$ cat src/rtl/cpu_ctrl_fsm_p_if.sv
// Control/handshake bundle between the instruction controller and the
// datapath/memory side. Signal suffixes are from the controller's view.
interface cpu_ctrl_fsm_p_if #(
    parameter int NREG = 8
);
    logic            run_i;
    logic [15:0]     ir_i;
    logic            mem_ready_i;
    logic            z_flag_i;

    logic            ir_load_o;
    logic            a_load_o;
    logic            g_load_o;
    logic            addr_load_o;
    logic            dout_load_o;
    logic            pc_inc_o;
    logic            pc_load_o;
    logic [NREG-1:0] r_load_o;
    logic [3:0]      sel_o;
    logic [1:0]      op_o;
    logic            imm_hi_o;
    logic            mem_rd_o;
    logic            mem_wr_o;
    logic            done_o;
    logic            illegal_o;
    logic            bus_err_o;
    logic            busy_o;

    // Controller side: consumes instruction/handshake, drives enables.
    modport master (
        input  run_i, ir_i, mem_ready_i, z_flag_i,
        output ir_load_o, a_load_o, g_load_o, addr_load_o, dout_load_o,
               pc_inc_o, pc_load_o, r_load_o, sel_o, op_o, imm_hi_o,
               mem_rd_o, mem_wr_o, done_o, illegal_o, bus_err_o, busy_o
    );

    // Datapath/memory side: supplies instruction/handshake, obeys enables.
    modport slave (
        output run_i, ir_i, mem_ready_i, z_flag_i,
        input  ir_load_o, a_load_o, g_load_o, addr_load_o, dout_load_o,
               pc_inc_o, pc_load_o, r_load_o, sel_o, op_o, imm_hi_o,
               mem_rd_o, mem_wr_o, done_o, illegal_o, bus_err_o, busy_o
    );
endinterface

$ cat src/rtl/cpu_ctrl_fsm_p.sv
// Multi-cycle fetch/execute controller for a small 8-opcode processor.
// IDLE -> FETCH -> T1 [-> T2 -> T3]; outputs are decoded from the current
// state and the instruction word. Memory waits (FETCH, LD in T2, ST in T3)
// are bounded by a wait counter that raises bus_err after TIMEOUT stalls.
module cpu_ctrl_fsm_p #(
    parameter int NREG    = 8,
    parameter int TIMEOUT = 16
) (
    input logic              clk,
    input logic              reset_n,
    cpu_ctrl_fsm_p_if.master bus
);

    typedef enum logic [2:0] {
        S_IDLE,
        S_FETCH,
        S_T1,
        S_T2,
        S_T3
    } state_t;

    localparam logic [2:0] OP_MV  = 3'd0;
    localparam logic [2:0] OP_MVT = 3'd1;
    localparam logic [2:0] OP_ADD = 3'd2;
    localparam logic [2:0] OP_SUB = 3'd3;
    localparam logic [2:0] OP_LD  = 3'd4;
    localparam logic [2:0] OP_ST  = 3'd5;
    localparam logic [2:0] OP_AND = 3'd6;
    localparam logic [2:0] OP_B   = 3'd7;

    localparam logic [3:0] SEL_IMM = 4'd8;
    localparam logic [3:0] SEL_G   = 4'd9;
    localparam logic [3:0] SEL_MEM = 4'd10;

    localparam int            CW     = (TIMEOUT < 1) ? 1 : $clog2(TIMEOUT + 1);
    localparam logic [CW-1:0] TMO_L  = CW'(TIMEOUT);
    localparam logic [3:0]    NREG_L = 4'(NREG);

    // All registered-enable and strobe outputs, cleared as one unit.
    typedef struct packed {
        logic            ir_load;
        logic            a_load;
        logic            g_load;
        logic            addr_load;
        logic            dout_load;
        logic            pc_inc;
        logic            pc_load;
        logic [NREG-1:0] r_load;
        logic [3:0]      sel;
        logic [1:0]      op;
        logic            imm_hi;
        logic            mem_rd;
        logic            mem_wr;
        logic            done;
        logic            illegal;
        logic            bus_err;
    } ctl_t;

    state_t        state_q, state_d;
    logic [CW-1:0] wcnt_q, wcnt_d;
    ctl_t          ctl;
    logic          last_step;

    // Instruction fields
    logic [2:0]      opc;
    logic            imm;
    logic [2:0]      rx;
    logic [2:0]      ry;
    logic            rx_ok;
    logic            ry_ok;
    logic            operands_ok;
    logic            is_alu;
    logic            b_taken;
    logic [1:0]      alu_op;
    logic [3:0]      sel_rx;
    logic [3:0]      sel_ry;
    logic [3:0]      sel_src;
    logic [NREG-1:0] rx_onehot;
    logic            in_wait;
    logic            timeout;
    logic [CW-1:0]   wcnt_inc;
    logic            unused_ir_bits;

    assign opc = bus.ir_i[15:13];
    assign imm = bus.ir_i[12];
    assign rx  = bus.ir_i[11:9];
    assign ry  = bus.ir_i[2:0];

    // Middle bits of the word carry immediate data for the datapath only.
    assign unused_ir_bits = ^bus.ir_i[8:3];

    assign rx_ok       = ({1'b0, rx} < NREG_L);
    assign ry_ok       = imm || ({1'b0, ry} < NREG_L);
    assign operands_ok = rx_ok && ry_ok;

    assign is_alu  = (opc == OP_ADD) || (opc == OP_SUB) || (opc == OP_AND);
    assign alu_op  = (opc == OP_SUB) ? 2'b01 :
                     (opc == OP_AND) ? 2'b10 : 2'b00;

    // Branch condition selected by the RX field; codes 3..7 never branch.
    assign b_taken = (rx == 3'd0) ||
                     ((rx == 3'd1) &&  bus.z_flag_i) ||
                     ((rx == 3'd2) && !bus.z_flag_i);

    assign sel_rx    = {1'b0, rx};
    assign sel_ry    = {1'b0, ry};
    assign sel_src   = imm ? SEL_IMM : sel_ry;
    assign rx_onehot = rx_ok ? (NREG'(1) << rx) : '0;

    // Wait states are the only places mem_ready is looked at.
    assign in_wait  = (state_q == S_FETCH) ||
                      ((state_q == S_T2) && (opc == OP_LD)) ||
                      ((state_q == S_T3) && (opc == OP_ST));
    assign timeout  = in_wait && (wcnt_q >= TMO_L);
    assign wcnt_inc = wcnt_q + CW'(1);

    // Next-state and output decode; the wait counter is zero unless the
    // FSM is stalling in a wait state, so every wait entry starts at zero.
    always_comb begin
        ctl       = '0;
        last_step = 1'b0;
        state_d   = state_q;
        wcnt_d    = '0;

        if (timeout) begin
            ctl.bus_err = 1'b1;
            ctl.done    = 1'b1;
            state_d     = S_IDLE;
        end else begin
            case (state_q)
                S_IDLE: begin
                    if (bus.run_i) begin
                        state_d = S_FETCH;
                    end
                end

                S_FETCH: begin
                    ctl.mem_rd = 1'b1;
                    if (bus.mem_ready_i) begin
                        ctl.ir_load = 1'b1;
                        ctl.pc_inc  = 1'b1;
                        state_d     = S_T1;
                    end else begin
                        wcnt_d = wcnt_inc;
                    end
                end

                S_T1: begin
                    if ((opc != OP_B) && !operands_ok) begin
                        ctl.illegal = 1'b1;
                        last_step   = 1'b1;
                    end else begin
                        case (opc)
                            OP_MV: begin
                                ctl.sel    = sel_src;
                                ctl.r_load = rx_onehot;
                                last_step  = 1'b1;
                            end
                            OP_MVT: begin
                                ctl.sel    = SEL_IMM;
                                ctl.imm_hi = 1'b1;
                                ctl.r_load = rx_onehot;
                                last_step  = 1'b1;
                            end
                            OP_ADD, OP_SUB, OP_AND: begin
                                ctl.sel    = sel_rx;
                                ctl.a_load = 1'b1;
                                state_d    = S_T2;
                            end
                            OP_LD, OP_ST: begin
                                ctl.sel       = sel_ry;
                                ctl.addr_load = 1'b1;
                                state_d       = S_T2;
                            end
                            default: begin
                                if (b_taken) begin
                                    ctl.sel     = SEL_IMM;
                                    ctl.pc_load = 1'b1;
                                end
                                last_step = 1'b1;
                            end
                        endcase
                    end
                end

                S_T2: begin
                    if (is_alu) begin
                        ctl.sel    = sel_src;
                        ctl.op     = alu_op;
                        ctl.g_load = 1'b1;
                        state_d    = S_T3;
                    end else if (opc == OP_LD) begin
                        ctl.mem_rd = 1'b1;
                        if (bus.mem_ready_i) begin
                            state_d = S_T3;
                        end else begin
                            wcnt_d = wcnt_inc;
                        end
                    end else if (opc == OP_ST) begin
                        ctl.sel       = sel_rx;
                        ctl.dout_load = 1'b1;
                        state_d       = S_T3;
                    end else begin
                        state_d = S_IDLE;
                    end
                end

                S_T3: begin
                    if (is_alu) begin
                        ctl.sel    = SEL_G;
                        ctl.r_load = rx_onehot;
                        last_step  = 1'b1;
                    end else if (opc == OP_LD) begin
                        ctl.sel    = SEL_MEM;
                        ctl.r_load = rx_onehot;
                        last_step  = 1'b1;
                    end else if (opc == OP_ST) begin
                        ctl.mem_wr = 1'b1;
                        if (bus.mem_ready_i) begin
                            last_step = 1'b1;
                        end else begin
                            wcnt_d = wcnt_inc;
                        end
                    end else begin
                        state_d = S_IDLE;
                    end
                end

                default: begin
                    state_d = S_IDLE;
                end
            endcase
        end

        // Completion: continue fetching while run is high, otherwise park.
        if (last_step) begin
            ctl.done = 1'b1;
            state_d  = bus.run_i ? S_FETCH : S_IDLE;
        end

        // Outputs stay quiet while reset is held, whatever the state.
        if (!reset_n) begin
            ctl = '0;
        end
    end

    // State and wait-counter registers with synchronous active-low reset.
    always_ff @(posedge clk) begin
        if (!reset_n) begin
            state_q <= S_IDLE;
            wcnt_q  <= '0;
        end else begin
            state_q <= state_d;
            wcnt_q  <= wcnt_d;
        end
    end

    assign bus.ir_load_o   = ctl.ir_load;
    assign bus.a_load_o    = ctl.a_load;
    assign bus.g_load_o    = ctl.g_load;
    assign bus.addr_load_o = ctl.addr_load;
    assign bus.dout_load_o = ctl.dout_load;
    assign bus.pc_inc_o    = ctl.pc_inc;
    assign bus.pc_load_o   = ctl.pc_load;
    assign bus.r_load_o    = ctl.r_load;
    assign bus.sel_o       = ctl.sel;
    assign bus.op_o        = ctl.op;
    assign bus.imm_hi_o    = ctl.imm_hi;
    assign bus.mem_rd_o    = ctl.mem_rd;
    assign bus.mem_wr_o    = ctl.mem_wr;
    assign bus.done_o      = ctl.done;
    assign bus.illegal_o   = ctl.illegal;
    assign bus.bus_err_o   = ctl.bus_err;
    assign bus.busy_o      = reset_n && (state_q != S_IDLE);

endmodule

$ cat src/flat_wrapper.sv
// flat-port wrapper written by rule: the top's interface ports become plain ports
module cpu_ctrl_fsm_p_flat 
#(
    parameter int NREG    = 8,
    parameter int TIMEOUT = 16
)
  (clk, reset_n, bus_run_i, bus_ir_i, bus_mem_ready_i, bus_z_flag_i, bus_ir_load_o, bus_a_load_o, bus_g_load_o, bus_addr_load_o, bus_dout_load_o, bus_pc_inc_o, bus_pc_load_o, bus_r_load_o, bus_sel_o, bus_op_o, bus_imm_hi_o, bus_mem_rd_o, bus_mem_wr_o, bus_done_o, bus_illegal_o, bus_bus_err_o, bus_busy_o);
  cpu_ctrl_fsm_p_if #(.NREG(NREG)) bus_i ();
  input logic clk;
  input logic reset_n;
  input wire logic [$bits(bus_i.run_i)-1:0] bus_run_i;
  input wire logic [$bits(bus_i.ir_i)-1:0] bus_ir_i;
  input wire logic [$bits(bus_i.mem_ready_i)-1:0] bus_mem_ready_i;
  input wire logic [$bits(bus_i.z_flag_i)-1:0] bus_z_flag_i;
  output wire logic [$bits(bus_i.ir_load_o)-1:0] bus_ir_load_o;
  output wire logic [$bits(bus_i.a_load_o)-1:0] bus_a_load_o;
  output wire logic [$bits(bus_i.g_load_o)-1:0] bus_g_load_o;
  output wire logic [$bits(bus_i.addr_load_o)-1:0] bus_addr_load_o;
  output wire logic [$bits(bus_i.dout_load_o)-1:0] bus_dout_load_o;
  output wire logic [$bits(bus_i.pc_inc_o)-1:0] bus_pc_inc_o;
  output wire logic [$bits(bus_i.pc_load_o)-1:0] bus_pc_load_o;
  output wire logic [$bits(bus_i.r_load_o)-1:0] bus_r_load_o;
  output wire logic [$bits(bus_i.sel_o)-1:0] bus_sel_o;
  output wire logic [$bits(bus_i.op_o)-1:0] bus_op_o;
  output wire logic [$bits(bus_i.imm_hi_o)-1:0] bus_imm_hi_o;
  output wire logic [$bits(bus_i.mem_rd_o)-1:0] bus_mem_rd_o;
  output wire logic [$bits(bus_i.mem_wr_o)-1:0] bus_mem_wr_o;
  output wire logic [$bits(bus_i.done_o)-1:0] bus_done_o;
  output wire logic [$bits(bus_i.illegal_o)-1:0] bus_illegal_o;
  output wire logic [$bits(bus_i.bus_err_o)-1:0] bus_bus_err_o;
  output wire logic [$bits(bus_i.busy_o)-1:0] bus_busy_o;
  assign bus_i.run_i = bus_run_i;
  assign bus_i.ir_i = bus_ir_i;
  assign bus_i.mem_ready_i = bus_mem_ready_i;
  assign bus_i.z_flag_i = bus_z_flag_i;
  assign bus_ir_load_o = bus_i.ir_load_o;
  assign bus_a_load_o = bus_i.a_load_o;
  assign bus_g_load_o = bus_i.g_load_o;
  assign bus_addr_load_o = bus_i.addr_load_o;
  assign bus_dout_load_o = bus_i.dout_load_o;
  assign bus_pc_inc_o = bus_i.pc_inc_o;
  assign bus_pc_load_o = bus_i.pc_load_o;
  assign bus_r_load_o = bus_i.r_load_o;
  assign bus_sel_o = bus_i.sel_o;
  assign bus_op_o = bus_i.op_o;
  assign bus_imm_hi_o = bus_i.imm_hi_o;
  assign bus_mem_rd_o = bus_i.mem_rd_o;
  assign bus_mem_wr_o = bus_i.mem_wr_o;
  assign bus_done_o = bus_i.done_o;
  assign bus_illegal_o = bus_i.illegal_o;
  assign bus_bus_err_o = bus_i.bus_err_o;
  assign bus_busy_o = bus_i.busy_o;
  cpu_ctrl_fsm_p #(.NREG(NREG), .TIMEOUT(TIMEOUT)) u_core (.clk(clk), .reset_n(reset_n), .bus(bus_i));
endmodule
$ cat config.mk
export PLATFORM = sky130hd
export DESIGN_NAME = cpu_ctrl_fsm_p_flat
export DESIGN_NICKNAME = d
export VERILOG_FILES = /design/src/rtl/cpu_ctrl_fsm_p_if.sv /design/src/rtl/cpu_ctrl_fsm_p.sv /design/src/flat_wrapper.sv
export SDC_FILE = /design/constraint.sdc
export NUM_CORES = 1
export LEC_CHECK = 0
export ABC_AREA = 1
export CELL_PAD_IN_SITES_DETAIL_PLACEMENT = 2
export CELL_PAD_IN_SITES_GLOBAL_PLACEMENT = 2
export CORE_ASPECT_RATIO = 0.5
export CORE_MARGIN = 1.5
export CORE_UTILIZATION = 18
export CTS_CLUSTER_DIAMETER = 60
export CTS_CLUSTER_SIZE = 12
export DETAILED_ROUTE_END_ITERATION = 10
export PLACE_DENSITY = 0.89
export SLEW_MARGIN = 40
export SYNTH_ARGS = -nofsm -noshare
export SYNTH_HDL_FRONTEND = slang
export SYNTH_SLANG_ARGS = --single-unit
$ cat constraint.sdc
create_clock -name clk -period 1.75 [get_ports clk]
set_clock_uncertainty 0.1 [all_clocks]
set_input_delay 0.175 -clock clk [delete_from_list [all_inputs] [get_ports clk]]
set_output_delay 0.175 -clock clk [all_outputs]
set_load 0.005 [all_outputs]
==> impl_metrics.ini, run 1 <==
[run_status]
outcome = finished with violations
violations = setup timing

[routing]
avgRoutedWirePerCell_um = 21.8
drc = 0
postRouteAntennaNets = 0
routed_wl_mm = 7.25
dr.first_iter.drc_count = 38
vias_per_cell = 4.72
drt-pass1-iter-count = 4
vias = 1573

[synthesis]
synth_edf_count = 0
yosys_warnings = 0
synth_area_um2 = 921
synth_top_area_cell = dfxtp_1
ys_seq_elements = 8
syn_area_per_cell_um2 = 5.79
syn-num-nets = 181
synth_ff_type = dfxtp_1
syn_inst = 159
synth_area_leaders = dfxtp_1, nor3_1, nand2_1, nor2_1, inv_1
synth_top_area_frac = 0.174
async_flop_share = 0
synth-seq-area-share = 0.174
synthDistinctLibCells = 26
synth_top_cells_by_count = nand2_1, nor2_1, inv_1, nor3_1, nand3_1

[global_route]
grt_pass1_wl_mm = 9.45
grt_overflow = 0
grt_max_degree = 16
antenna_found_initial = 0
track_usage = 0.226
grt_pass1_vias = 1711

[clocking]
ctsRootBufferMaster = clkbuf_8
clock_path_buffers = 2
cts_tree = done
cts_buffers = 3
htree_num_levels = 1
path_clk_slew_ns = 0.04
clk_latency_ns = 0.24
cts_sinks = 8

[finish]
drive_gt1_frac = 0.616
num-nets-final = 287
syn_to_final_growth_pct = 140
insertedDiodeCount = 0

[critical_path]
worst_ep_arrival_time_ns = 1.72
critPathMaxFanout = 4
crit_required_ns = 1.47
rr_worst_depth = 9
r2r_slack_ns = -0.11
criticalPathCategory = flop to output pin
cp-end-kind = output pin
startpoint_type = flop

[floorplanning]
io_pins = 49
die_w_um = 104
core_mm2 = 0.00493
start_util = 0.187
dieArea_mm2 = 0.00558
die_h_um = 53.6
core.rowCount = 18

[sta]
fin_hold_ws_ns = 0.346
hold_violations = 0
maxSlewViolCount = 0
rsz0062_at_grt = true
min_period_over_period = 1.14
layout_min_cycle_time_ns = 1.99
fin_ws_ns = -0.243
max_freq_ghz = 0.502
setup_viol = 27

[placement]
io_buffers = 41
hpwl_mm = 4.02
gp_congestion = 0.794
pre_cts_slack_ns = -0.782

[power]
p_leak_nw = 1.05
powerDensity_mw_per_mm2 = 909
ir_drop_mv = 0.402

[worst_hold_path]
min_path_type = input port to flop
whs_path_depth = 3

[flow_run]
cap_violations = 0
## kinds of logic (layout without fill, tap and decap cells)
logic type,Yosys count,after routing,share of synthesized area
adders and majority gates,1,1,0.0136
buffers and inverters,28,132,0.139
other,1,1,0.00407
xor gates and xnor gates,3,3,0.0285
DFF,8,8,0.174
and+or+nand+nor,101,101,0.539
AOI/OAI and AO/OA,17,17,0.102
## power by group
| group | leakage [nW] | internal [W] | switching [W] |
|---|---|---|---|
| sequential | 0.0670 | 0.000234 | 0.0000952 |
| combinational | 0.959 | 0.000621 | 0.000822 |
| clock | 0.0216 | 0.000150 | 0.0000830 |
## final timing paths
kind	start	to
min	reset_n	u_core.state_q[0]
max	u_core.state_q[2]	bus_sel_o[1]
min reg2reg	u_core.wcnt_q[0]	u_core.wcnt_q[0]
max reg2reg	u_core.state_q[1]	u_core.state_q[1]
## through the flow
stage               power, W  utilization  TNS, ns  instance area [um2]  instances
CTS                  0.00152        0.394    -2.28                 1940        325
global placement     0.00106        0.352   -14.33                 1740        311
detailed placement   0.00112        0.352   -18.09                 1740        311
floorplan           0.000661            -        0                  921        159
finish               0.00201        0.447    -3.43                 2210        333
global route         0.00209        0.447    -4.97                 2210        333
## layout by cell type, fill, tap and decap left out, types with 5 or more instances in the layout
master and n:
buf_2 22, nand2_1 13, nor2_4 8, nor2_2 7, inv_1 17, clkdlybuf4s50_1 10
nor3_1 8, nand3_4 5, buf_4 50, buf_6 15, nand2_2 6, clkbuf_2 5
a21oi_1 6, nand3_1 7, dfxtp_1 5, nand2_4 10, nor3_2 7, nor2_1 15
## layer usage
metal / track usage / up-vias / wire, um
li1: - / 733 / -
met1: 0.264 / 783 / 3410
met2: 0.437 / 38 / 3470
met3: 0.0266 / 19 / 170
met4: 0.0972 / 0 / 202
met5: 0 / - / 0
## worst max-delay path, stage by stage (launching register included)
cell	delay (ns)
dfxtp_4	0.38
inv_4	0.09
nand3_4	0.09
buf_6	0.15
nor2_4	0.12
nand2_2	0.09
buf_6	0.13
nor2_4	0.09
nor2_1	0.05
a21oi_1	0.15
buf_2	0.13
## registers in the layout (all words and copies together) (netlist names)
name	count
u_core.wcnt_q	5
u_core.state_q	3
## cell type report
cell class                      instances  area (um2)
Sequential cell                         8         171
Timing Repair Buffer                  106         826
Inverter                               23         104
Tap cell                               70        87.6
Clock buffer                            3        41.3
Multi-Input combinational cell        123         977
Fill cell                             546        2730
## what timing repair did
action,4_1_cts,5_1_grt
setup endpoints to repair,29,29
gates resized for setup,140,77
hold buffers,0,0
pin swaps,13,21
setup buffers,11,9
Power figures use the tool's default switching activity.
==> run 2: changes to the inputs <==
GPL_TIMING_DRIVEN = 0   (was unset)
==> run 2 against run 1 <==
Against the previous run: the flow still finishes with violations (setup timing); sequential power shrank 5%; register-to-register slack gained 0.05 ns; routed wire length shrank 7.7%; sequential share of layout area is 1.3 points higher; non-clock buffer count is 34 lower; combinational power is 17% lower; clock power rose by 4%; die area stayed put; utilization is 6.3 points lower; largest cell class unchanged.
==> impl_metrics.ini, run 2 (same netlist as run 1, synthesis figures left out) <==
[run_status]
outcome = finished with violations
violations = setup timing

[floorplanning]
die_h_um = 53.6
dieArea_mm2 = 0.00558
core_mm2 = 0.00493
die_w_um = 104
io_pins = 49
core.rowCount = 18
start_util = 0.187

[clocking]
cts_sinks = 8
holdBufCountCts = 0
cts_tree = done
clock_path_buffers = 2
cts_buffers = 3
clk_latency_ns = 0.24
ctsRootBufferMaster = clkbuf_8
htree_num_levels = 1
path_clk_slew_ns = 0.04

[global_route]
gr-usage-met2 = 0.409
track_usage = 0.194
grt_pass1_wl_mm = 8.12
antenna_found_initial = 0
grt_pass1_vias = 1517
grt.met3_usage = 0.0206
grt_overflow = 0
globalRouteMet1Util = 0.215
grt.busiest_layer = met2
grt_max_degree = 11

[placement]
gp_congestion = 0.844
hpwl_mm = 3.09
postPlaceCellArea_mm2 = 0.00141
dp.cells = 269
io_buffers = 40

[finish]
postLayoutCellArea_mm2 = 0.00190
syn_to_final_growth_pct = 106
layout_commonest_cell = buf_4
fillers = 549
postLayoutCoreUtil = 0.384
instances_no_fill = 299
largest-register = u_core.wcnt_q
top_regs = u_core.wcnt_q (5), u_core.state_q (3)
drive_gt1_frac = 0.572
num-nets-final = 253
final_cell_mix = buf_4, buf_2, nor2_1, nand2_1, inv_1
insertedDiodeCount = 0
largest_register_ffs = 5

[critical_path]
crit_path_end = bus_r_load_o[5]
startpoint_type = flop
r2r_slack_ns = -0.06
crit_required_ns = 1.47
criticalPathCategory = flop to output pin
critPathMaxFanout = 4
r2r_start = u_core.state_q[2]
rr_worst_depth = 12
cp-end-kind = output pin
worst_ep_arrival_time_ns = 1.78
startpoint = u_core.state_q[0]
r2r_end = u_core.state_q[2]

[power]
ir_drop_mv = 0.320
powerDensity_mw_per_mm2 = 924
p_leak_nw = 0.891
power.total_w = 0.00175

[routing]
drt-pass1-iter-count = 4
vias = 1461
avgRoutedWirePerCell_um = 22.4
drc = 0
dr.first_iter.drc_count = 39
routed_wl_mm = 6.69
vias_per_cell = 4.89
postRouteAntennaNets = 0

[sta]
layout_min_cycle_time_ns = 2.05
min_period_over_period = 1.17
setup_viol = 26
rsz0062_at_grt = true
hold_violations = 0
max_freq_ghz = 0.487
fin_ws_ns = -0.302
fin_hold_ws_ns = 0.330
maxSlewViolCount = 0

[flow_run]
cap_violations = 0

[worst_hold_path]
whs_path_depth = 3
min_path_type = input port to flop
run 2: cell types whose count changed in the layout (fill, tap and decap cells not counted), sizes merged:
cell           before  now
dlymetal6s2s        0    2
clkbuf              8    6
clkdlybuf4s50      10    9
buf                88   55
run 2: per-layer routing:
| layer | up-vias | share of wire | routed length (um) |
|---|---|---|---|
| li1 | 655 | - | - |
| met2 | 50 | 0.49 | 3270 |
| met4 | 0 | 0.033 | 224 |
| met3 | 23 | 0.031 | 209 |
| met5 | - | 0 | 0 |
| met1 | 733 | 0.45 | 2990 |
run 2: repair_timing:
item                                    4_1_cts  5_1_grt
pin swaps                                    16       22
gates resized for setup                     154       51
endpoints found under the setup margin       29       26
buffers inserted                             16       12
cloned                                        0        0
run 2: critical path: stages, from the launching register on:
cell	delay, ns
dfxtp_4	0.37
nor2_4	0.18
nand4_1	0.23
nand2_2	0.16
buf_4	0.13
nand3_4	0.08
nor3_2	0.22
buf_2	0.17
run 2: where the power goes:
group | internal [W] | switching, W
Clock | 0.000151 | 0.0000922
Sequential | 0.000234 | 0.0000779
Combinational | 0.000472 | 0.000724
Total | 0.000857 | 0.000895
run 2: layout make-up:
type                       instances  area, um2  share of cell area
sequential                         8        171              0.0904
timing repair buffer              67        509               0.269
tap                               70       87.6              0.0462
inverter                          23       98.8              0.0521
buffer                             5       55.1              0.0290
multi-input combinational        123        932               0.492
clock buffer                       3       41.3              0.0218
run 2: worst min path at each step:
stage | from | to | slack (ns)
final | reset_n | u_core.state_q[0] | 0.33
after global routing | reset_n | u_core.state_q[0] | 0.34
after CTS | reset_n | u_core.state_q[0] | 0.32
after detailed placement | u_core.wcnt_q[0] | u_core.wcnt_q[0] | 0.36
after global placement | u_core.wcnt_q[0] | u_core.wcnt_q[0] | 0.35
after floorplan | reset_n | u_core.state_q[0] | 0.22
run 2: stage by stage:
step                worst slack, ns  setup TNS, ns
detailed placement           -0.932         -19.16
CTS                          -0.155          -1.72
global placement             -0.825         -16.85
finish                       -0.302          -3.89
floorplan                     0.135              0
global route                 -0.351          -5.53
==> run 3: changes to the inputs <==
ABC_AREA = unset   (was 1)
CORE_UTILIZATION = 21   (was 18)
SLEW_MARGIN = 15   (was 40)
==> run 3 against run 2 <==
Against the previous run: the flow still finishes with violations (setup timing); register-to-register slack improved by 0.05 ns; clock power shrank 4%; die area is 1.2% higher; first-iteration DRC count up 110%; combinational power fell by 56%; sequential share of layout area down 1.7 points; synthesized cell count is 1.3% lower; sequential power is 37% lower; critical path depth unchanged; critical endpoint is now bus_r_load_o[2]; largest cell class unchanged.
==> impl_metrics.ini, run 3 <==
[run_status]
outcome = finished with violations
violations = setup timing

[floorplanning]
core_mm2 = 0.00495
dieArea_mm2 = 0.00564
core.rowCount = 18
io_pins = 49
die_w_um = 105
die_h_um = 53.9
start_util = 0.219

[placement]
gp_congestion = 0.848
postPlaceCellArea_mm2 = 0.00158
pre_cts_slack_ns = -1.16
hpwl_mm = 3.76
io_buffers = 40

[sta]
fin_ws_ns = -0.381
maxSlewViolCount = 0
layout_min_cycle_time_ns = 2.13
finalSetupTns_ns = -6.86
worstMarginPinSlew_ns = 0.713
rsz0062_at_grt = true
maxSlewHeadroom = 0.524
setup_viol = 27
fin_hold_ws_ns = 0.369
max_freq_ghz = 0.469
hold_violations = 0
min_period_over_period = 1.22

[routing]
drt-pass1-iter-count = 4
postRouteAntennaNets = 0
drc = 0
vias_per_cell = 5.74
vias = 1752
dr.first_iter.drc_count = 83
routed_wl_mm = 8.89
avgRoutedWirePerCell_um = 29.1

[critical_path]
crit_chain = buf_6 -> and2b_2 -> nand3_2 -> nand3b_4 -> buf_12 -> nor4_4 -> buf_2
critPathMaxFanout = 7
cp-end-kind = output pin
crit_required_ns = 1.47
startpoint_type = flop
crit_buf_inv = 3
rr_worst_depth = 6
cpPeakStageDelay_ns = 0.35
criticalPathCategory = flop to output pin
crit_cells = 7
slowest_stage = dfxtp_4
worst_ep_arrival_time_ns = 1.86
crit_family = simple AND/OR/NAND/NOR gates

[synthesis]
synth.most_common_cell = nor3_1
synth_top_cells_by_count = nor3_1, nor2_1, nand2_1, nor4_1
synth_area_leaders = dfxtp_1, nor3_1, nor4_1, nand2b_1, o21ai_0
syn-num-nets = 179
synth_ff_type = dfxtp_1
synth_area_mm2 = 0.00109
syn_inst = 157
ys_seq_elements = 8
synthDistinctLibCells = 54
syn_area_per_cell_um2 = 6.93
synth_top_area_frac = 0.147
synth_top_area_cell = dfxtp_1
async_flop_share = 0
yosys_warnings = 0
synth_edf_count = 0
synth-seq-area-share = 0.147

[finish]
num-nets-final = 259
largest-register = u_core.wcnt_q
ff_latch_area_um2 = 169
multi_input_area_mm2 = 0.00121
insertedDiodeCount = 0
layout_commonest_cell = buf_4
final_cell_mix = buf_4, buf_2, buf_6
top_regs = u_core.wcnt_q (5), u_core.state_q (3)
drive_gt1_frac = 0.609
syn_to_final_growth_pct = 111
fillers = 538
postLayoutCellArea_mm2 = 0.00229
largest_register_ffs = 5

[power]
powerDensity_mw_per_mm2 = 416
power_switching_w = 0.000390
power_frac_seq = 0.205
p_clk_frac = 0.244
ir_drop_mv = 0.440
swShare = 0.408
p_leak_nw = 0.923
p_int_w = 0.000566
comb_power_share = 0.551

[clocking]
htree_num_levels = 1
cts_sinks = 8
clk_latency_ns = 0.24
cts_buffers = 3
path_clk_slew_ns = 0.05
clock_path_buffers = 2
ctsRootBufferMaster = clkbuf_8
cts_tree = done

[global_route]
grt_max_degree = 11
track_usage = 0.298
antenna_found_initial = 0
grt_pass1_vias = 1901
grt_overflow = 0
grt_pass1_wl_mm = 12.2

[worst_hold_path]
whs_path_depth = 1
min_path_type = flop to flop

[flow_run]
cap_violations = 0
==> run 3: kinds of logic after synthesis <==
kind of cell | after synthesis | synth area share
compound gates | 44 | 0.295
xor+xnor | 2 | 0.0161
fa+ha+maj | 1 | 0.0115
buf+inv | 21 | 0.0932
flops | 8 | 0.147
mux | 2 | 0.0207
other cells | 1 | 0.00345
simple gates | 78 | 0.413
==> run 3: worst paths after layout <==
path,startpoint,to,slack (ns)
worst max register to register,u_core.state_q[1],u_core.state_q[2],-0.01
worst min register to register,u_core.wcnt_q[0],u_core.wcnt_q[0],0.37
worst max-delay path,u_core.state_q[2],bus_r_load_o[2],-0.38
worst min-delay path,u_core.wcnt_q[0],u_core.wcnt_q[0],0.37
==> run 3: per-layer routing <==
layer | track usage | share of wire
met1 | 0.370 | 0.43
met2 | 0.541 | 0.48
met3 | 0.0533 | 0.060
met4 | 0.0959 | 0.036
met5 | 0 | 0
==> run 3: per-stage QoR <==
step / utilization / instances / power [W]
5_1_grt: 0.463 / 305 / 0.000991
2_1_floorplan: - / 157 / 0.000353
3_5_place_dp: 0.318 / 267 / 0.000469
6_report: 0.463 / 305 / 0.000955
4_1_cts: 0.434 / 303 / 0.000848
3_3_place_gp: 0.318 / 267 / 0.000455
==> run 3: power by group through the flow <==
stage               sequential, W  clock (W)  combinational, W
global placement         0.000198          0          0.000257
floorplan                0.000196          0          0.000157
global route             0.000196   0.000251          0.000544
finish                   0.000196   0.000233          0.000526
detailed placement       0.000199          0          0.000270
CTS                      0.000195   0.000225          0.000428
==> run 3: cell type report <==
cell class                      count  area share
Clock buffer                        3      0.0180
Tap cell                           70      0.0382
Buffer                             13      0.0611
Multi-Input combinational cell    129       0.529
Sequential cell                     8      0.0736
Inverter                            6      0.0120
Timing Repair Buffer               76       0.268
==> run 3: what timing repair did <==
action                     4_1_cts  5_1_grt
gates cloned                     2        0
hold buffers                     0        0
setup endpoints to repair       32       30
gates resized for setup        218       39
buffers inserted                32        6
pin swaps                       19       21
